===== src/rtl/bcd_pkg.sv =====
// Shared definitions for the digit-serial BCD adder/subtractor.
package bcd_pkg;

    localparam int DIGIT_W = 4;

    localparam logic [DIGIT_W-1:0] BCD_MAX  = 4'd9;
    localparam logic [DIGIT_W-1:0] BCD_CORR = 4'd6;

    typedef enum logic [1:0] {
        ST_IDLE = 2'd0,
        ST_RUN  = 2'd1,
        ST_DONE = 2'd2
    } state_e;

endpackage


===== src/rtl/bcd_digit_cell.sv =====
// One-digit BCD add with nine's-complement operand select for subtraction.
module bcd_digit_cell
    import bcd_pkg::*;
(
    input  logic [DIGIT_W-1:0] a_d,
    input  logic [DIGIT_W-1:0] b_d,
    input  logic               sub,
    input  logic               k,
    output logic [DIGIT_W-1:0] s_d,
    output logic               k_out,
    output logic               bad
);

    logic [DIGIT_W-1:0] b_sel;
    logic [DIGIT_W:0]   t;

    always_comb begin
        b_sel = sub ? (BCD_MAX - b_d) : b_d;
        t     = {1'b0, a_d} + {1'b0, b_sel} + {{DIGIT_W{1'b0}}, k};
        k_out = (t > {1'b0, BCD_MAX});
        // (t + 6) mod 16 only needs the low nibble of t
        s_d   = k_out ? (t[DIGIT_W-1:0] + BCD_CORR) : t[DIGIT_W-1:0];
        bad   = (a_d > BCD_MAX) || (b_d > BCD_MAX);
    end

endmodule


===== src/rtl/bcd_addsub_seq.sv =====
// Digit-serial multi-digit BCD adder/subtractor, LSD first, valid/ready on both sides.
module bcd_addsub_seq
    import bcd_pkg::*;
#(
    parameter int DIGITS = 4
) (
    input  logic                    clk,
    input  logic                    rst,
    input  logic                    in_valid,
    output logic                    in_ready,
    input  logic [4*DIGITS-1:0]     a,
    input  logic [4*DIGITS-1:0]     b,
    input  logic                    cin,
    input  logic                    sub,
    output logic                    out_valid,
    input  logic                    out_ready,
    output logic [4*DIGITS-1:0]     s,
    output logic                    c,
    output logic                    err
);

    localparam int W     = DIGIT_W * DIGITS;
    localparam int CNT_W = (DIGITS > 1) ? $clog2(DIGITS) : 1;
    localparam logic [CNT_W-1:0] LAST_IDX = CNT_W'(DIGITS - 1);

    state_e           state_q, state_d;
    logic [CNT_W-1:0] idx_q, idx_d;
    logic [W-1:0]     opa_q, opa_d;
    logic [W-1:0]     opb_q, opb_d;
    logic [W-1:0]     sum_q, sum_d;
    logic             sub_q, sub_d;
    logic             k_q, k_d;
    logic             err_q, err_d;

    logic [DIGIT_W-1:0] dig_s;
    logic               dig_k;
    logic               dig_bad;
    logic [W-1:0]       sum_shift;

    bcd_digit_cell u_cell (
        .a_d   (opa_q[DIGIT_W-1:0]),
        .b_d   (opb_q[DIGIT_W-1:0]),
        .sub   (sub_q),
        .k     (k_q),
        .s_d   (dig_s),
        .k_out (dig_k),
        .bad   (dig_bad)
    );

    // New digits enter at the MSD end so the result is aligned after DIGITS shifts
    generate
        if (DIGITS == 1) begin : g_one
            assign sum_shift = dig_s;
        end else begin : g_many
            assign sum_shift = {dig_s, sum_q[W-1:DIGIT_W]};
        end
    endgenerate

    always_comb begin
        state_d = state_q;
        idx_d   = idx_q;
        opa_d   = opa_q;
        opb_d   = opb_q;
        sum_d   = sum_q;
        sub_d   = sub_q;
        k_d     = k_q;
        err_d   = err_q;
        case (state_q)
            ST_IDLE: begin
                if (in_valid) begin
                    opa_d   = a;
                    opb_d   = b;
                    sub_d   = sub;
                    k_d     = sub ? ~cin : cin;
                    err_d   = 1'b0;
                    idx_d   = '0;
                    state_d = ST_RUN;
                end
            end
            ST_RUN: begin
                opa_d = opa_q >> DIGIT_W;
                opb_d = opb_q >> DIGIT_W;
                sum_d = sum_shift;
                k_d   = dig_k;
                err_d = err_q | dig_bad;
                idx_d = idx_q + CNT_W'(1);
                if (idx_q == LAST_IDX) begin
                    idx_d   = '0;
                    state_d = ST_DONE;
                end
            end
            ST_DONE: begin
                if (out_ready) begin
                    state_d = ST_IDLE;
                end
            end
            default: state_d = ST_IDLE;
        endcase
    end

    always_ff @(posedge clk) begin
        if (rst) begin
            state_q <= ST_IDLE;
            idx_q   <= '0;
            opa_q   <= '0;
            opb_q   <= '0;
            sum_q   <= '0;
            sub_q   <= 1'b0;
            k_q     <= 1'b0;
            err_q   <= 1'b0;
        end else begin
            state_q <= state_d;
            idx_q   <= idx_d;
            opa_q   <= opa_d;
            opb_q   <= opb_d;
            sum_q   <= sum_d;
            sub_q   <= sub_d;
            k_q     <= k_d;
            err_q   <= err_d;
        end
    end

    assign in_ready  = (state_q == ST_IDLE) && !rst;
    assign out_valid = (state_q == ST_DONE);
    assign s         = sum_q;
    assign c         = k_q;
    assign err       = err_q;

endmodule

===== config.mk =====
export PLATFORM = sky130hd
export DESIGN_NAME = bcd_addsub_seq
export DESIGN_NICKNAME = d
export VERILOG_FILES = /design/src/rtl/bcd_pkg.sv /design/src/rtl/bcd_digit_cell.sv /design/src/rtl/bcd_addsub_seq.sv
export SDC_FILE = /design/constraint.sdc
export NUM_CORES = 1
export LEC_CHECK = 0
export BUFFER_PORTS_ARGS = -buffer_cell sky130_fd_sc_hd__buf_4
export CAP_MARGIN = 25
export CELL_PAD_IN_SITES_DETAIL_PLACEMENT = 0
export CELL_PAD_IN_SITES_GLOBAL_PLACEMENT = 1
export CORE_MARGIN = 4
export CORE_UTILIZATION = 30
export CTS_BUF_LIST = sky130_fd_sc_hd__clkbuf_8 sky130_fd_sc_hd__clkbuf_16
export DETAILED_ROUTE_END_ITERATION = 16
export PLACE_DENSITY_LB_ADDON = 0.1
export SLEW_MARGIN = 20
export SYNTH_ARGS = -nofsm -noshare
export SYNTH_HDL_FRONTEND = slang
export SYNTH_HIERARCHICAL = 1
export SYNTH_SLANG_ARGS = --single-unit

===== constraint.sdc =====
create_clock -name clk -period 3 [get_ports clk]
set_clock_uncertainty 0.2 [all_clocks]
set_input_delay 0.15 -clock clk [delete_from_list [all_inputs] [get_ports clk]]
set_output_delay 0.15 -clock clk [all_outputs]
set_load 0.05 [all_outputs]

Word-level counts from Yosys, hierarchy flattened

Cells that the tools add are included.

Multiplexer cells: 18
Divide/modulo/power cells: 0
Equal/unequal tests: 6
Shift-type cells: 0
Add/sub/neg operators: 5
Magnitude comparators: 3
Multipliers: 0
Bitwise gates (word level): 2
Reduce and logical (&&, ||, !) cells: 8

Operator list:

| kind                                                                    | count |
|---|---|
| 16-bit one-hot mux with 2 select lines                                  | 2 |
| 16-bit 2-to-1 mux                                                       | 2 |
| 2-bit 2-to-1 mux                                                        | 5 |
| 4-bit > comparator, second input constant                               | 2 |
| 4-bit 2-to-1 mux                                                        | 2 |
| 2-bit one-hot mux with 3 select lines                                   | 1 |
| 4-bit by 4-bit adder with 5-bit output                                  | 1 |
| 5-bit by 1-bit adder with 5-bit output                                  | 1 |
| 5-bit by 4-bit > comparator with 1-bit output, second input constant    | 1 |
| 4-bit by 3-bit adder with 4-bit output, second input constant           | 1 |
| 2-bit == test, second input constant                                    | 2 |
| 2-bit inequality test, second input constant                            | 2 |
| 1-bit one-hot mux with 2 select lines                                   | 2 |
| 2-bit one-hot mux with 2 select lines                                   | 1 |
| 2-bit AND reduction                                                     | 2 |
| 4-bit subtractor, first input constant                                  | 1 |
| 1-bit 2-to-1 mux                                                        | 3 |
| 3-bit AND reduction                                                     | 1 |
| 2-bit by 1-bit adder with 2-bit output, second input constant           | 1 |
| 2-bit by 1-bit == test with 1-bit output, second input constant         | 1 |
| 2-bit logical NOT                                                       | 1 |
| 2-bit by 1-bit inequality test with 1-bit output, second input constant | 1 |
| 2-bit nonzero test                                                      | 1 |
| 1-bit logical AND                                                       | 1 |
| other kinds (4)                                                         | 4 |

Memories: 0
Bits in latches: 0
Bits of input ports: 38
Bits in writable memories: 0
Word-level logic and storage cells: 50
Output and inout bits: 20
Bits in read-only memories: 0
Register bits after elaboration: 55

Longest topological paths before layout

Word-level depth: 6
Depth in mapped cells: 12
Depth with buffers taken out: 12

By module

The synthesis kept the hierarchy.

Modules (own cells, without submodules):

| module         | area an instance (µm²) | cells an instance | sequential area each (µm²) | instances |
|---|---|---|---|---|
| bcd_addsub_seq | 2334.7                 | 279               | 1101.1                     | 1 |
| bcd_digit_cell | 291.5                  | 38                | 0.0                        | 1 |

Worst setup path after synthesis

No wires, ideal clock.

Kind: register -> register
Start point: reg k_q (netlist: c)
End point: reg k_q (netlist: c)
Library setup time: 0.103 ns
Required time: 2.697 ns
Period minus slack after synthesis: 2.995 ns
Cell stages (with the launch flop): 12
Buffers on the path: 0
Path slack: 0.005 ns
Arrival time: 2.692 ns
Cell sequence: dfxtp_1 inv_1 fa_1 inv_1 fa_1 xnor2_1 ha_1 a31o_1 o31a_2 inv_1 nor2_1 a2111oi_2

Cells in the longest elaborated chain, start to end: 3

Ends and longest elaborated chain:

| item                                          | RTL line              | text |
|---|---|---|
| from (decl)                                   | bcd_addsub_seq.sv:32  | `logic k_q, k_d;` |
| from (signal assigned)                        | bcd_addsub_seq.sv:118 | `k_q <= k_d;` |
| 5-bit by 1-bit adder with 5-bit output        | bcd_digit_cell.sv:19  | `t = {1'b0, a_d} + {1'b0, b_sel} + {{DIGIT_W{1'b0}}, k};` |
| 5-bit by 4-bit > comparator with 1-bit output | bcd_digit_cell.sv:20  | `k_out = (t > {1'b0, BCD_MAX});` |
| via dig_k                                     | bcd_addsub_seq.sv:36  | `logic dig_k;` |
| 1-bit one-hot mux with 2 select lines         | bcd_addsub_seq.sv:68  | `case (state_q)` |

The timed path passes the listed nets, and every way through them passes these cells.
A chain may end at the register's enable or synchronous reset.

Final worst setup path

Start point: reg opb_q[2]
End point: reg k_q (netlist: c)

Cells in the longest elaborated chain, start to end: 6

Ends and longest elaborated chain:

| item                                              | RTL line              | text |
|---|---|---|
| from (decl)                                       | bcd_addsub_seq.sv:29  | `logic [W-1:0] opb_q, opb_d;` |
| from (signal assigned)                            | bcd_addsub_seq.sv:115 | `opb_q <= opb_d;` |
| 4-bit subtractor                                  | bcd_digit_cell.sv:18  | `b_sel = sub ? (BCD_MAX - b_d) : b_d;` |
| 4-bit 2-to-1 mux (*)                              | bcd_digit_cell.sv:18  |  |
| 4-bit by 4-bit adder with 5-bit output (*)        | bcd_digit_cell.sv:19  |  |
| 5-bit by 1-bit adder with 5-bit output (*)        | bcd_digit_cell.sv:19  |  |
| 5-bit by 4-bit > comparator with 1-bit output (*) | bcd_digit_cell.sv:20  |  |
| via dig_k                                         | bcd_addsub_seq.sv:36  |  |
| 1-bit one-hot mux with 2 select lines (*)         | bcd_addsub_seq.sv:68  |  |

Mark *: on every way through the listed nets, which the timed path passes. The rest lies on a longest branch.

==> reports/qor.yml <==
outcome:
  outcome: "complete, no violations"
cts:
  clk_pin_slew_ns: 0.10
  cts_tree: "yes"
  cts_sinks: 55
  clk_latency_ns: 0.30
  cts_root_buffer: "clkbuf_8"
  clockBufferDepth: 2
  htree_num_levels: 2
  cts_made_buffers: 5
final_layout:
  regArea_sq_um: 1100
  nets: 440
  drive_above_1_share_pct: 28.4
  multi_input_area_sq_um: 1360
  area_growth_pct: 33.1
  n_antenna_cell: 0
  layout.filler_cells: 886
  final_cells: 500
global_routing:
  gr-total-overflow: 0
  grt_max_degree: 57
  antenna_found_initial: 0
  grt_pass1_wl_microns: 11100
  grt_pass1_vias: 2302
  grt.total_usage_pct: 13.5
logic_synthesis:
  syn_area_sq_um: 2630
  yosysTopAreaCellShare_pct: 41.9
  synth_top_cells_by_area: "dfxtp_1, nor2_1, nor4_2, a21oi_1, nand2_1"
  yosys.area.top_type: "dfxtp_1"
  ys_types: 38
  ys_ff_latch: 55
  synthAdderAreaFrac_pct: 4.38
  syn_inst: 317
  synth-main-ff-cell: "dfxtp_1"
  synthSimpleGateAreaFrac_pct: 33.8
  synth.most_common_cell: "nor2_1"
  post_synth.cell_area_avg_sq_um: 8.28
  yosysSeqAreaShare_pct: 41.9
  synthXorXnorAreaFrac_pct: 1.67
  synth_common_cells: "nor2_1, dfxtp_1, nand2_1, a21oi_1, nor4_2"
  synth-compound-area-share_pct: 10.8
  syn_nets: 363
  synth_edf_count: 0
  synth.mux.area_fraction_pct: 0.381
  synth_top_family_by_area: "simple AND/OR/NAND/NOR gates"
  async_flop_share_pct: 0
  yosysWarnings: 6
timing:
  fin_setup_tns_ns: 0
  relSlewSlack_pct: 39.3
  min_period_ns: 2.86
  fmax_mhz: 350
  final-setup-viol-count: 0
  drv_slew: 0
  period_share_pct: 95.4
  setup_ws_ns: 0.139
  fin_hold_ws_ns: 0.00852
  finalHoldViolCount: 0
  tightestPinTransition_ns: 0.906
placed_design:
  gp_routability_congestion: 0.767
  dp.cells: 463
  dpl.hpwl_microns: 4510
  numPortBuffers: 57
  dp_slack_ns: 0.0932
setup_path:
  reg2reg_from: "opb_q[2]"
  cpMaxStageDelayCell: "ha_1"
  path_buf_inv: 2
  r2r_end: "c"
  crit_path_start_kind: "register"
  cp.arrival_ns: 2.87
  reg2reg_slack_ns: 0.14
  worstRegToRegCells: 12
  path_delay_family: "compound AO/OA/AOI/OAI gates"
  slowest_delay_ns: 0.38
  worstSetupPathType: "reg2reg"
  critPathCaptureType: "register"
  path_max_fanout: 4
  worstPathCellList: "inv_1 -> ha_1 -> nand2_1 -> o21ai_0 -> ha_1 -> xnor2_2 -> ha_2 -> a31o_1 -> o31a_2 -> inv_1 -> nor2_1 -> a2111oi_2"
  cp.required_ns: 3.01
pwr:
  p_per_area_nw_per_um2: 506
  leakage_nw: 1.46
  fin_total_pwr_mw: 1.77
  peakVddDrop_uv: 190
drt:
  met3_length_microns: 272
  avgRoutedWirePerCell_microns: 13.3
  wirelength_microns: 6660
  wl_met1_microns: 3210
  drt-initial-drc-count: 66
  drc_errors: 0
  wl_met2_microns: 3100
  viasPerCell: 4.69
  top_layer: "met4"
  ant_nets: 0
  dr.pass1.iters: 4
  via_count: 2344
min_path:
  min_path_cells: 3
  hp-class: "in2reg"
  hold-path-endpoint: "opa_q[2]"
  worstHoldStart: "a[2]"
die:
  ios: 58
  start_util_pct: 31.3
  die_w_microns: 102
  fp.dieH_microns: 102
  die_area_sq_um: 10300
  row_count: 33
  core_sq_um: 8380
flow_run:
  drv_cap: 0
==> placed cells by master, fill, tap and decap left out, drive strengths merged, types with 3 or more instances in the layout <==
cell type and n:
a21oi 35, buf 64, clkbuf 7, dfxtp 55, dlygate4sd3 28, ha 6, inv 11, nand2 46
nand2b 6, nand3 9, nor2 68, nor3 7, nor4 19, o21ai 3, or3b 6, xnor2 5
==> layout make-up <==
| cell class | count | share of cell area, % |
|---|---|---|
| sequential | 55 | 31.6 |
| clock buffer | 7 | 2.76 |
| clock inverter | 1 | 0.107 |
| inverter | 10 | 1.07 |
| tap | 105 | 3.76 |
| multi-input combinational | 230 | 38.9 |
| timing repair buffer | 92 | 21.8 |
==> power breakdown <==
group          total (mW)  internal [mW]  leakage (nW)  switching [mW]
sequential          0.831          0.788         0.453          0.0431
clock               0.449          0.208        0.0557           0.241
combinational       0.488          0.223         0.949           0.265
==> layer usage <==
metal	GRT usage, %	vias up
met5	0	-
met4	3.99	0
met3	2.89	6
met2	22.1	42
met1	17.9	1087
li1	-	1209
==> flip-flops by register name, summed over array words and instances (netlist names) <==
register,flops
err,1
idx_q,2
c,1
state_q,2
s,16
opb_q,16
sub_q,1
opa_q,16
==> tightest hold or removal path: stages <==
cell    delay, ns
buf_4        0.11
nor2_1       0.15
nor4_2       0.07
==> cell families after synthesis <==
logic type | after synthesis
multiplexers | 1
AO/OA/AOI/OAI | 48
AND/OR/NAND/NOR | 168
flip-flops | 55
adder cells (fa/ha/maj) | 8
XOR/XNOR | 5
buffers and inverters | 32
==> timing repair <==
item | in CTS | in global routing
hold endpoints to repair | 28 | 0
hold buffers | 28 | 0
buffers inserted | 0 | 1
resized for setup | 0 | 8
setup endpoints to repair | 0 | 4
==> metrics by stage <==
step / utilization (%) / cell area [sq um]
2_1_floorplan: - / 2630
3_3_place_gp: 36.8 / 3080
3_5_place_dp: 36.8 / 3080
4_1_cts: 41.3 / 3460
5_1_grt: 41.7 / 3500
6_report: 41.7 / 3500
==> worst max-delay path by stage <==
stage,start,endpoint,slack [ns],cells after the start
CTS,sub_q,c,0.06,11
global route,opb_q[2],c,-0.02,12
global placement,sub_q,c,0.14,11
floorplan,c,c,0.005,11
detailed placement,sub_q,c,0.09,11
finish,opb_q[2],c,0.14,12
(Power assumes the default switching activity.)
